<file path="config.mk">
export PLATFORM = sky130hd
export DESIGN_NAME = rc4_key_search_sequencer_flat
export DESIGN_NICKNAME = d
export VERILOG_FILES = /design/src/rtl/rc4_seq_pkg.sv /design/src/rtl/rc4_key_search_sequencer_if.sv /design/src/rtl/s_mem_port_mux.sv /design/src/rtl/rc4_key_search_sequencer.sv /design/src/flat_wrapper.sv
export SDC_FILE = /design/constraint.sdc
export NUM_CORES = 1
export LEC_CHECK = 0
export CORE_ASPECT_RATIO = 1.1
export CORE_MARGIN = 8
export CORE_UTILIZATION = 37
export CTS_BUF_LIST = sky130_fd_sc_hd__clkbuf_8
export DETAILED_ROUTE_END_ITERATION = 8
export MAX_ROUTING_LAYER = met4
export PLACE_DENSITY = 0.79
export SLEW_MARGIN = 20
export SYNTH_ARGS = -nofsm -noshare
export SYNTH_HDL_FRONTEND = slang
export SYNTH_SLANG_ARGS = --single-unit
export TNS_END_PERCENT = 10
</file>
<file path="constraint.sdc">
create_clock -name clk -period 2.1 [get_ports clk]
set_input_delay 0.315 -clock clk [delete_from_list [all_inputs] [get_ports clk]]
set_output_delay 0.315 -clock clk [all_outputs]
set_load 0.01 [all_outputs]
</file>
<file path="src/rtl/rc4_seq_pkg.sv">
// Shared types for the RC4 key-search sequencer.
//   state_e  : sequencer state, also driven out as the 3-bit phase code
//   client_e : S-memory client index (INIT=0, SHUFFLE=1, DECRYPT=2, none=3)
//   s_req_t  : one S-memory request {addr, data, wren}
package rc4_seq_pkg;

   localparam int unsigned ADDR_W = 8;
   localparam int unsigned DATA_W = 8;

   typedef enum logic [2:0] {
      StIdle    = 3'd0,
      StInit    = 3'd1,
      StShuffle = 3'd2,
      StDecrypt = 3'd3,
      StNextKey = 3'd4,
      StFound   = 3'd5,
      StFail    = 3'd6
   } state_e;

   typedef enum logic [1:0] {
      ClientInit    = 2'd0,
      ClientShuffle = 2'd1,
      ClientDecrypt = 2'd2,
      ClientNone    = 2'd3
   } client_e;

   typedef struct packed {
      logic [ADDR_W-1:0] addr;
      logic [DATA_W-1:0] data;
      logic              wren;
   } s_req_t;

   // Which client owns the S-memory in a given state.
   function automatic client_e state_to_client(input state_e st);
      client_e c;
      case (st)
         StInit:    c = ClientInit;
         StShuffle: c = ClientShuffle;
         StDecrypt: c = ClientDecrypt;
         default:   c = ClientNone;
      endcase
      return c;
   endfunction

endpackage

</file>
<file path="src/rtl/rc4_key_search_sequencer_if.sv">
// Signal bundle between the key-search sequencer and its environment.
//   go/abort                      : search control (levels)
//   {init,shuffle,decrypt}_start  : client start levels from the sequencer
//   {init,shuffle,decrypt}_finished, decrypt_valid : client completion
//   {init,shuffle,decrypt}_addr/_data/_wren : per-client S-memory requests
//   s_addr/s_data/s_wren          : granted S-memory port
//   secret_key, phase, busy, found, failed, timeout : status
// Modports: slave = the sequencer, master = the environment driving it.
interface rc4_key_search_sequencer_if #(
   parameter int unsigned KEY_W = 24
);
   import rc4_seq_pkg::*;

   logic              go;
   logic              abort;

   logic              init_start;
   logic              init_finished;
   logic              shuffle_start;
   logic              shuffle_finished;
   logic              decrypt_start;
   logic              decrypt_finished;
   logic              decrypt_valid;

   logic [ADDR_W-1:0] init_addr;
   logic [DATA_W-1:0] init_data;
   logic              init_wren;
   logic [ADDR_W-1:0] shuffle_addr;
   logic [DATA_W-1:0] shuffle_data;
   logic              shuffle_wren;
   logic [ADDR_W-1:0] decrypt_addr;
   logic [DATA_W-1:0] decrypt_data;
   logic              decrypt_wren;

   logic [ADDR_W-1:0] s_addr;
   logic [DATA_W-1:0] s_data;
   logic              s_wren;

   logic [KEY_W-1:0]  secret_key;
   logic [2:0]        phase;
   logic              busy;
   logic              found;
   logic              failed;
   logic              timeout;

   modport slave (
      input  go, abort,
      input  init_finished, shuffle_finished, decrypt_finished, decrypt_valid,
      input  init_addr, init_data, init_wren,
      input  shuffle_addr, shuffle_data, shuffle_wren,
      input  decrypt_addr, decrypt_data, decrypt_wren,
      output init_start, shuffle_start, decrypt_start,
      output s_addr, s_data, s_wren,
      output secret_key, phase, busy, found, failed, timeout
   );

   modport master (
      output go, abort,
      output init_finished, shuffle_finished, decrypt_finished, decrypt_valid,
      output init_addr, init_data, init_wren,
      output shuffle_addr, shuffle_data, shuffle_wren,
      output decrypt_addr, decrypt_data, decrypt_wren,
      input  init_start, shuffle_start, decrypt_start,
      input  s_addr, s_data, s_wren,
      input  secret_key, phase, busy, found, failed, timeout
   );

endinterface

</file>
<file path="src/rtl/s_mem_port_mux.sv">
// Routes the request of the granted S-memory client to the single S-memory port.
//   grant       : client index; ClientNone drives an all-zero (no write) request
//   req_init/req_shuffle/req_decrypt : per-client requests
//   port        : granted request, purely combinational
module s_mem_port_mux
   import rc4_seq_pkg::*;
(
   input  client_e grant,
   input  s_req_t  req_init,
   input  s_req_t  req_shuffle,
   input  s_req_t  req_decrypt,
   output s_req_t  port
);

   always_comb begin
      port = '0;
      case (grant)
         ClientInit:    port = req_init;
         ClientShuffle: port = req_shuffle;
         ClientDecrypt: port = req_decrypt;
         default:       port = '0;
      endcase
   end

endmodule

</file>
<file path="src/rtl/rc4_key_search_sequencer.sv">
// Top-level scheduler of the RC4 key-search datapath. For each candidate key it runs the
// init, shuffle and decrypt S-memory clients in order, grants the single-port S-memory to
// the active client only, and steps the key until decrypt reports a valid plaintext or the
// key space (0..KEY_MAX) is exhausted.
//   clk, reset : single clock; synchronous active-high reset
//   bus        : rc4_key_search_sequencer_if.slave (control, client handshakes, S-mem, status)
// Parameters: KEY_W (key width), KEY_MAX (last key tried), WDOG_CYCLES (per-phase limit).
// Optional build macro RC4_SEQ_WATCHDOG_EN: when defined, a phase that runs WDOG_CYCLES
// cycles without finishing goes to FAIL with timeout=1; otherwise timeout is tied to 0 and
// a phase waits indefinitely.
module rc4_key_search_sequencer
   import rc4_seq_pkg::*;
#(
   parameter int unsigned      KEY_W       = 24,
   parameter logic [KEY_W-1:0] KEY_MAX     = {KEY_W{1'b1}},
   parameter int unsigned      WDOG_CYCLES = 4096
) (
   input logic                       clk,
   input logic                       reset,
   rc4_key_search_sequencer_if.slave bus
);

   state_e           state_q, state_d;
   logic [KEY_W-1:0] key_q, key_d;
   // High during the first cycle after entering any state; a finished level still held
   // from the previous pass must not end the new phase.
   logic             arm_q;
   logic             active_finished;
   logic             phase_done;
   logic             wdog_expired;

   s_req_t           req_init, req_shuffle, req_decrypt, s_port;
   client_e          grant;

   // ---------------------------------------------------------------------------------------
   // Completion of the client that owns the current phase; other clients are ignored.
   // ---------------------------------------------------------------------------------------
   always_comb begin
      active_finished = 1'b0;
      case (state_q)
         StInit:    active_finished = bus.init_finished;
         StShuffle: active_finished = bus.shuffle_finished;
         StDecrypt: active_finished = bus.decrypt_finished;
         default:   active_finished = 1'b0;
      endcase
   end

   assign phase_done = active_finished & ~arm_q;

   // ---------------------------------------------------------------------------------------
   // Next-state logic. Abort overrides every transition; reset overrides abort in the flop.
   // ---------------------------------------------------------------------------------------
   always_comb begin
      state_d = state_q;
      key_d   = key_q;
      if (bus.abort) begin
         state_d = StIdle;
      end else begin
         case (state_q)
            StIdle: begin
               if (bus.go) begin
                  state_d = StInit;
                  key_d   = '0;
               end
            end
            StInit: begin
               if (phase_done)        state_d = StShuffle;
               else if (wdog_expired) state_d = StFail;
            end
            StShuffle: begin
               if (phase_done)        state_d = StDecrypt;
               else if (wdog_expired) state_d = StFail;
            end
            StDecrypt: begin
               if (phase_done)        state_d = bus.decrypt_valid ? StFound : StNextKey;
               else if (wdog_expired) state_d = StFail;
            end
            StNextKey: begin
               // Compare before incrementing so the key never wraps past KEY_MAX.
               if (key_q == KEY_MAX) begin
                  state_d = StFail;
               end else begin
                  key_d   = key_q + 1'b1;
                  state_d = StInit;
               end
            end
            StFound, StFail: begin
               if (!bus.go) state_d = StIdle;
            end
            default: state_d = StIdle;
         endcase
      end
   end

   always_ff @(posedge clk) begin
      if (reset) begin
         state_q <= StIdle;
         key_q   <= '0;
         arm_q   <= 1'b0;
      end else begin
         state_q <= state_d;
         key_q   <= key_d;
         arm_q   <= (state_d != state_q);
      end
   end

   // ---------------------------------------------------------------------------------------
   // Per-phase watchdog
   // ---------------------------------------------------------------------------------------
`ifdef RC4_SEQ_WATCHDOG_EN
   localparam int unsigned   WdogW    = (WDOG_CYCLES > 1) ? $clog2(WDOG_CYCLES) : 1;
   localparam logic [WdogW-1:0] WdogLast = WdogW'(WDOG_CYCLES - 1);

   logic             in_phase;
   logic [WdogW-1:0] wdog_q, wdog_d;
   logic             timeout_q, timeout_d;

   assign in_phase = state_q inside {StInit, StShuffle, StDecrypt};
   // Counter reads k in the k-th cycle after entry, so the phase is left exactly
   // WDOG_CYCLES edges after it was entered.
   assign wdog_expired = in_phase & (wdog_q == WdogLast);

   always_comb begin
      wdog_d    = wdog_q;
      timeout_d = timeout_q;
      if (state_d != state_q) begin
         wdog_d = '0;
      end else if (in_phase) begin
         wdog_d = wdog_q + 1'b1;
      end
      if (state_d == StIdle) begin
         timeout_d = 1'b0;
      end else if (wdog_expired && (state_d == StFail)) begin
         timeout_d = 1'b1;
      end
   end

   always_ff @(posedge clk) begin
      if (reset) begin
         wdog_q    <= '0;
         timeout_q <= 1'b0;
      end else begin
         wdog_q    <= wdog_d;
         timeout_q <= timeout_d;
      end
   end

   assign bus.timeout = timeout_q;
`else
   logic unused_wdog;

   assign wdog_expired = 1'b0;
   assign bus.timeout  = 1'b0;
   assign unused_wdog  = ^WDOG_CYCLES;
`endif

   // ---------------------------------------------------------------------------------------
   // S-memory grant: combinational on registered state, zero outside the phase states.
   // ---------------------------------------------------------------------------------------
   assign grant       = state_to_client(state_q);
   assign req_init    = '{addr: bus.init_addr,    data: bus.init_data,    wren: bus.init_wren};
   assign req_shuffle = '{addr: bus.shuffle_addr, data: bus.shuffle_data, wren: bus.shuffle_wren};
   assign req_decrypt = '{addr: bus.decrypt_addr, data: bus.decrypt_data, wren: bus.decrypt_wren};

   s_mem_port_mux u_s_mem_port_mux (
      .grant       (grant),
      .req_init    (req_init),
      .req_shuffle (req_shuffle),
      .req_decrypt (req_decrypt),
      .port        (s_port)
   );

   assign bus.s_addr = s_port.addr;
   assign bus.s_data = s_port.data;
   assign bus.s_wren = s_port.wren;

   // ---------------------------------------------------------------------------------------
   // Decoded outputs
   // ---------------------------------------------------------------------------------------
   assign bus.init_start    = (state_q == StInit);
   assign bus.shuffle_start = (state_q == StShuffle);
   assign bus.decrypt_start = (state_q == StDecrypt);
   assign bus.busy          = state_q inside {StInit, StShuffle, StDecrypt, StNextKey};
   assign bus.found         = (state_q == StFound);
   assign bus.failed        = (state_q == StFail);
   assign bus.phase         = state_q;
   assign bus.secret_key    = key_q;

endmodule

</file>
<file path="src/flat_wrapper.sv">
// flat-port wrapper written by rule: the top's interface ports become plain ports
module rc4_key_search_sequencer_flat import rc4_seq_pkg::*;
#(
   parameter int unsigned      KEY_W       = 24,
   parameter logic [KEY_W-1:0] KEY_MAX     = {KEY_W{1'b1}},
   parameter int unsigned      WDOG_CYCLES = 4096
)
  (clk, reset, bus_go, bus_abort, bus_init_finished, bus_shuffle_finished, bus_decrypt_finished, bus_decrypt_valid, bus_init_addr, bus_init_data, bus_init_wren, bus_shuffle_addr, bus_shuffle_data, bus_shuffle_wren, bus_decrypt_addr, bus_decrypt_data, bus_decrypt_wren, bus_init_start, bus_shuffle_start, bus_decrypt_start, bus_s_addr, bus_s_data, bus_s_wren, bus_secret_key, bus_phase, bus_busy, bus_found, bus_failed, bus_timeout);
  rc4_key_search_sequencer_if #(.KEY_W(KEY_W)) bus_i ();
  input logic clk;
  input logic reset;
  input wire logic [$bits(bus_i.go)-1:0] bus_go;
  input wire logic [$bits(bus_i.abort)-1:0] bus_abort;
  input wire logic [$bits(bus_i.init_finished)-1:0] bus_init_finished;
  input wire logic [$bits(bus_i.shuffle_finished)-1:0] bus_shuffle_finished;
  input wire logic [$bits(bus_i.decrypt_finished)-1:0] bus_decrypt_finished;
  input wire logic [$bits(bus_i.decrypt_valid)-1:0] bus_decrypt_valid;
  input wire logic [$bits(bus_i.init_addr)-1:0] bus_init_addr;
  input wire logic [$bits(bus_i.init_data)-1:0] bus_init_data;
  input wire logic [$bits(bus_i.init_wren)-1:0] bus_init_wren;
  input wire logic [$bits(bus_i.shuffle_addr)-1:0] bus_shuffle_addr;
  input wire logic [$bits(bus_i.shuffle_data)-1:0] bus_shuffle_data;
  input wire logic [$bits(bus_i.shuffle_wren)-1:0] bus_shuffle_wren;
  input wire logic [$bits(bus_i.decrypt_addr)-1:0] bus_decrypt_addr;
  input wire logic [$bits(bus_i.decrypt_data)-1:0] bus_decrypt_data;
  input wire logic [$bits(bus_i.decrypt_wren)-1:0] bus_decrypt_wren;
  output wire logic [$bits(bus_i.init_start)-1:0] bus_init_start;
  output wire logic [$bits(bus_i.shuffle_start)-1:0] bus_shuffle_start;
  output wire logic [$bits(bus_i.decrypt_start)-1:0] bus_decrypt_start;
  output wire logic [$bits(bus_i.s_addr)-1:0] bus_s_addr;
  output wire logic [$bits(bus_i.s_data)-1:0] bus_s_data;
  output wire logic [$bits(bus_i.s_wren)-1:0] bus_s_wren;
  output wire logic [$bits(bus_i.secret_key)-1:0] bus_secret_key;
  output wire logic [$bits(bus_i.phase)-1:0] bus_phase;
  output wire logic [$bits(bus_i.busy)-1:0] bus_busy;
  output wire logic [$bits(bus_i.found)-1:0] bus_found;
  output wire logic [$bits(bus_i.failed)-1:0] bus_failed;
  output wire logic [$bits(bus_i.timeout)-1:0] bus_timeout;
  assign bus_i.go = bus_go;
  assign bus_i.abort = bus_abort;
  assign bus_i.init_finished = bus_init_finished;
  assign bus_i.shuffle_finished = bus_shuffle_finished;
  assign bus_i.decrypt_finished = bus_decrypt_finished;
  assign bus_i.decrypt_valid = bus_decrypt_valid;
  assign bus_i.init_addr = bus_init_addr;
  assign bus_i.init_data = bus_init_data;
  assign bus_i.init_wren = bus_init_wren;
  assign bus_i.shuffle_addr = bus_shuffle_addr;
  assign bus_i.shuffle_data = bus_shuffle_data;
  assign bus_i.shuffle_wren = bus_shuffle_wren;
  assign bus_i.decrypt_addr = bus_decrypt_addr;
  assign bus_i.decrypt_data = bus_decrypt_data;
  assign bus_i.decrypt_wren = bus_decrypt_wren;
  assign bus_init_start = bus_i.init_start;
  assign bus_shuffle_start = bus_i.shuffle_start;
  assign bus_decrypt_start = bus_i.decrypt_start;
  assign bus_s_addr = bus_i.s_addr;
  assign bus_s_data = bus_i.s_data;
  assign bus_s_wren = bus_i.s_wren;
  assign bus_secret_key = bus_i.secret_key;
  assign bus_phase = bus_i.phase;
  assign bus_busy = bus_i.busy;
  assign bus_found = bus_i.found;
  assign bus_failed = bus_i.failed;
  assign bus_timeout = bus_i.timeout;
  rc4_key_search_sequencer #(.KEY_W(KEY_W), .KEY_MAX(KEY_MAX), .WDOG_CYCLES(WDOG_CYCLES)) u_core (.clk(clk), .reset(reset), .bus(bus_i));
endmodule
</file>
Word-level counts from Yosys, hierarchy flattened
Cells that the tools add are included.
- register bits: 28
- bits of input ports: 59
- output and inout port bits: 51
- logic and storage cells: 40
- add/sub/neg operators: 1
- equality and inequality tests: 12
- mux-type cells: 15
- bitwise logic cells: 3
- reductions and logical operators: 6
- operators with widths (operator ; number):
    17-bit one-hot mux with 3 select lines ; 1
    24-bit two-way mux ; 2
    24-bit one-hot mux with 2 select lines ; 1
    24-bit by 1-bit adder with 24-bit output (second input constant) ; 1
    24-bit equality test (second input constant) ; 1
    3-bit two-way mux ; 7
    3-bit one-hot mux with 6 select lines ; 1
    3-bit equality test (second input constant) ; 3
    3-bit by 2-bit equality test with 1-bit output (second input constant) ; 2
    2-bit one-hot mux with 3 select lines ; 1
    2-bit != test (second input constant) ; 2
    4-bit AND reduction ; 1
    4-bit nonzero test ; 1
    3-bit by 1-bit equality test with 1-bit output (second input constant) ; 1
    3-bit logical NOT ; 1
    3-bit != test ; 1
    1-bit one-hot mux with 3 select lines ; 1
    2-bit by 1-bit equality test with 1-bit output (second input constant) ; 1
    2-bit equality test (second input constant) ; 1
    2-bit logical NOT ; 1
    1-bit NOT ; 2
    2-bit nonzero test ; 1
    2-bit OR reduction ; 1
    1-bit AND ; 1
    1-bit two-way mux ; 1

Logic depth before layout (Yosys ltp)
- depth after elaboration: 7
- gate-level depth with buffers: 7
- gate-level depth less buffers: 6

Modules after synthesis
Synthesis repeated with hierarchy kept, for this count alone.
- cells, all modules: 258
- area total of the unflattened synthesis: 2172.1 µm²
- modules (own cells, without submodules) (module ; instances ; cells each ; area an instance (µm²) ; seq. area each (µm²)):
    rc4_key_search_sequencer ; 1 ; 217 ; 1702.9 ; 560.5
    s_mem_port_mux ; 1 ; 41 ; 469.2 ; 0.0

Least setup slack after synthesis
OpenSTA, ideal clock, no wires.
- path kind: reg-to-output
- start: reg u_core.state_q[1], in the netlist u_core.bus.phase[1]
- end: out bus_s_addr[2]
- arrival time: 1.855 ns
- data required time: 1.785 ns
- slack: -0.070 ns
- stages on the path, launching flop included: 7
- path buffers: 3
- cells stage by stage: dfxtp_1 -> clkbuf_1 -> clkbuf_1 -> clkbuf_1 -> mux2_2 -> a22oi_1 -> nor2_1
- longest elaborated chain between the ends: 4
- elaborated cells between the ends (all ways): 8
- those cells by class: 5 x eq/ne; 2 x mux; 1 x reduce/logical
- RTL lines (item ; RTL line ; RTL):
    start: declaration ; rc4_key_search_sequencer.sv:23 ; state_e state_q, state_d;
    start signal: assignment ; rc4_key_search_sequencer.sv:97 ; state_q <= StIdle;
    start signal: assignment ; rc4_key_search_sequencer.sv:101 ; state_q <= state_d;
    3-bit by 2-bit equality test with 1-bit output or 3-bit by 1-bit equality test with 1-bit output (tied branches) ; rc4_seq_pkg.sv:36 ; case (st)
    2-bit one-hot mux with 3 select lines (*) ; rc4_seq_pkg.sv:36 ;
    2-bit equality test, or another cell as far along ; s_mem_port_mux.sv:17 ; case (grant)
    17-bit one-hot mux with 3 select lines (*) ; s_mem_port_mux.sv:17 ;
    end: declaration ; flat_wrapper.sv:30 ; output wire logic [$bits(bus_i.s_addr)-1:0] bus_s_addr;
Every way passes the cells marked *; elsewhere a longest branch is shown, timed or not.

Worst setup path after layout
- start: reg u_core.key_q[1], in the netlist u_core.bus.secret_key[1]
- end: reg u_core.key_q[6], in the netlist u_core.bus.secret_key[6]
- longest elaborated chain between the ends: 3
- elaborated cells between the ends (all ways): 6
- those cells by class: 1 x add/sub; 2 x eq/ne; 2 x mux; 1 x reduce/logical
- RTL lines (item ; RTL line ; RTL):
    start: declaration ; rc4_key_search_sequencer.sv:24 ; logic [KEY_W-1:0] key_q, key_d;
    start signal: assignment ; rc4_key_search_sequencer.sv:102 ; key_q <= key_d;
    24-bit by 1-bit adder with 24-bit output or 24-bit equality test (tied branches) ; rc4_key_search_sequencer.sv:83, rc4_key_search_sequencer.sv:80 ;
    24-bit two-way mux or 2-bit != test (tied branches) ; -- ;
    24-bit one-hot mux with 2 select lines or 4-bit AND reduction (tied branches) ; -- ;
Several ways; a longest one is shown, not always the timed one. The select of a mux whose other input is x is not followed.
A chain may end at the register's enable or synchronous reset.

==> reports/results.tsv <==
stage	metric	value	unit
timing	finalHoldViolations	0	
global_route	gr-usage-met1	21.5	%
global_route	grt_max_degree	36	
hold_path	hold_start	u_core.bus.secret_key[10]	
setup_path	cp.arrival	2240	ps
place	port-buffer-count	108	
global_route	grt.busiest_layer	met2	
pwr	p_sw	281	µW
synthesis	yosysUniqueCellTypes	55	
global_route	overflow	0	
drt	drc	0	
pwr	p_leak	1.38	nW
finish	nets	465	
timing	fin_crit_sh	98.4	%
place	dpl.hpwl	6470	µm
pwr	total_power	1.24	mW
floorplan	rows	28	
finish	layout-drive-gt1-share	20.0	%
pwr	power_frac_comb	21.8	%
setup_path	required	2270	ps
setup_path	r2r_slack	30	ps
cts	cts_tree	yes	
finish	areaGrowthSynthToFinish	72.6	%
drt	first_pass_iters	5	
pwr	ir_drop	0.237	mV
timing	fin_crit	2070	ps
floorplan	io_pins	110	
synthesis	synth_area_per_cell	7.79	µm²
cts	cts_sinks	28	
setup_path	crit_type	reg2reg	
hold_path	holdPathEnd	u_core.bus.secret_key[10]	
floorplan	core-area	0.00540	mm²
finish	mostFrequentLayoutCell	clkdlybuf4s50_1	
synthesis	yosysTopAreaCell	dfxtp_1	
timing	rsz0062_at_grt	yes	
global_route	antenna_found_initial	1	
place	gp_congestion	0.900	
pwr	p_clk_share	34.9	%
run_status	outcome	complete, no violations	
synthesis	synthTopCellsByArea	dfxtp_1 (27%), mux2_2 (9.7%), a22oi_1 (6.9%)	
hold_path	hold_depth	2	
timing	timing.final.ws_setup	33.8	ps
finish	instances_no_fill	480	
drt	viasPerCell	5.40	
drt	vias	2590	
pwr	p_int	957	µW
setup_path	worstReg2RegStart	u_core.bus.secret_key[1]	
place	placedCellCount	471	
synthesis	yosys_most_used_dff	dfxtp_1	
setup_path	crit-reg2reg-capture	u_core.bus.secret_key[6]	
global_route	use_met2	33.6	%
flow_run	max_cap_violations	0	
global_route	grt_pass1_wl	12400	µm
cts	cts-root-buf	clkbuf_8	
drt	post_drt_wl_per_cell	16.9	µm
synthesis	ys_seq_area_share	27.0	%
synthesis	ys_async_sr_fraction	0	%
cts	cts_buffers	3	
drt	ant_nets	0	
cts	clk_latency	280	ps
pwr	seqPwrFrac	43.3	%
finish	fillers	502	
floorplan	die_x	87.5	µm
setup_path	end_kind	flop	
cts	path_clk_slew	100	ps
synthesis	synth-seq-cells	28	
synthesis	synth.top_cell.area_share	27.0	%
setup_path	ff2ff_path_depth	6	
synthesis	syn_area	0.00208	mm²
global_route	grt_util_all_layers	19.1	%
global_route	use_met3	4.60	%
pwr	p_sw_share	22.7	%
timing	setup_viol	0	
floorplan	initial_utilization	38.5	%
synthesis	synth_edf_count	0	
synthesis	postSynthCellCount	267	
timing	drv_slew	0	
synthesis	synth_warnings	0	
cts	clk_path_buf_depth	2	
finish	layout_common_cells	clkdlybuf4s50_1 (89), buf_4 (38), nor2_1 (37)	
hold_path	hold_path_class	reg2reg	
drt	routed_wl	8130	µm
synthesis	syn-num-nets	327	
setup_path	start_kind	flop	
timing	fin_skew	2.47	ps
place	post-place-ws	-20.4	ps
floorplan	die-area	0.00828	mm²
cts	htreeDepth	1	
setup_path	critPathMaxFanout	8	
global_route	grt_pass1_vias	2482	
finish	post-route-util	66.5	%
drt	drtIter0Drc	99	
floorplan	dieHeight	94.6	µm
pwr	power_density	345	mW/mm²
timing	fmax	484	MHz
routing by layer:
layer	vias to the layer above	share of wire [%]
li1	1280	-
met1	1201	43
met2	105	48
met3	4	8.5
met4	0	0.48
met5	-	0
how the worst max path moves through the flow:
stage                             start                   endpoint  slack, ps  cells past startpoint
4_1_cts             u_core.bus.phase[1]          bus_shuffle_start         10                      4
3_3_place_gp                  bus_abort  u_core.bus.secret_key[17]         30                      6
2_1_floorplan       u_core.bus.phase[1]              bus_s_addr[0]        -10                      6
3_5_place_dp                  bus_abort  u_core.bus.secret_key[17]        -20                      6
6_report       u_core.bus.secret_key[1]   u_core.bus.secret_key[6]         30                      6
5_1_grt        u_core.bus.secret_key[1]  u_core.bus.secret_key[18]       -100                      6
cell type report:
| class | count | area, µm² | share of cell area (%) |
|---|---|---|---|
| clock inverter | 1 | 30.0 | 0.837 |
| tap | 75 | 93.8 | 2.62 |
| multi-input combinational | 217 | 1440 | 40.2 |
| sequential | 28 | 567 | 15.8 |
| antenna | 1 | 2.50 | 0.0697 |
| inverter | 5 | 18.8 | 0.523 |
| clock buffer | 3 | 41.3 | 1.15 |
| timing repair buffer | 150 | 1390 | 38.8 |
metrics by stage:
stage                     instance area (µm²)  hold WS [ps]  setup TNS, ps
after CTS                                3530           528              0
after floorplan                          2080           387          -44.7
after global placement                   3480           504              0
after detailed placement                 3480           515          -20.4
final                                    3590           524              0
after global routing                     3590           564           -460
logic make-up after synthesis:
kind of cell,share of synthesized area (%)
flip-flops,27.0
AND/OR/NAND/NOR,30.0
XOR/XNOR,3.37
AO/OA/AOI/OAI,24.9
adder cells (fa/ha/maj),0.602
multiplexers,9.75
buffers and inverters,4.27
other,0.180
worst max-delay path, stage by stage, from the launching register on:
cell     delay [ps]
dfxtp_1         430
ha_1            220
nand4_1         150
or4_1           550
o21ai_2         370
or4_1           170
a21oi_1          60
registers in the layout, indices dropped and copies added, names as in the netlist:
| register | count |
|---|---|
| u_core.arm_q | 1 |
| u_core.bus.phase | 3 |
| u_core.bus.secret_key | 24 |
what timing repair did:
item / in CTS / in global routing
setup endpoints to repair: 21 / 22
pin swaps: 0 / 3
endpoints found under the hold margin: 0 / 0
hold buffers: 0 / 0
resized for setup: 20 / 9
buffers inserted: 0 / 4
synth_stat cells, types with 3 or more instances:
cell	number
dfxtp_1	28
nand2_1	15
buf_1	3
nor2b_1	6
nor4_1	3
and2_1	6
a21oi_1	16
o211ai_1	6
xnor2_1	6
or3_1	9
o31ai_1	3
o21ai_0	8
nand3_1	7
or4_1	8
inv_1	5
a21o_1	3
nand4_1	8
nor3_1	4
mux2_2	18
a22oi_1	19
clkbuf_1	11
nor2_1	37
power by group through the flow:
| stage | sequential [mW] | combinational (mW) | clock, mW |
|---|---|---|---|
| 2_1_floorplan | 0.550 | 0.0958 | 0 |
| 3_3_place_gp | 0.549 | 0.274 | 0 |
| 3_5_place_dp | 0.549 | 0.280 | 0 |
| 4_1_cts | 0.536 | 0.270 | 0.436 |
| 5_1_grt | 0.537 | 0.288 | 0.459 |
| 6_report | 0.536 | 0.269 | 0.432 |
No activity file was read; power rests on OpenSTA's default activity.
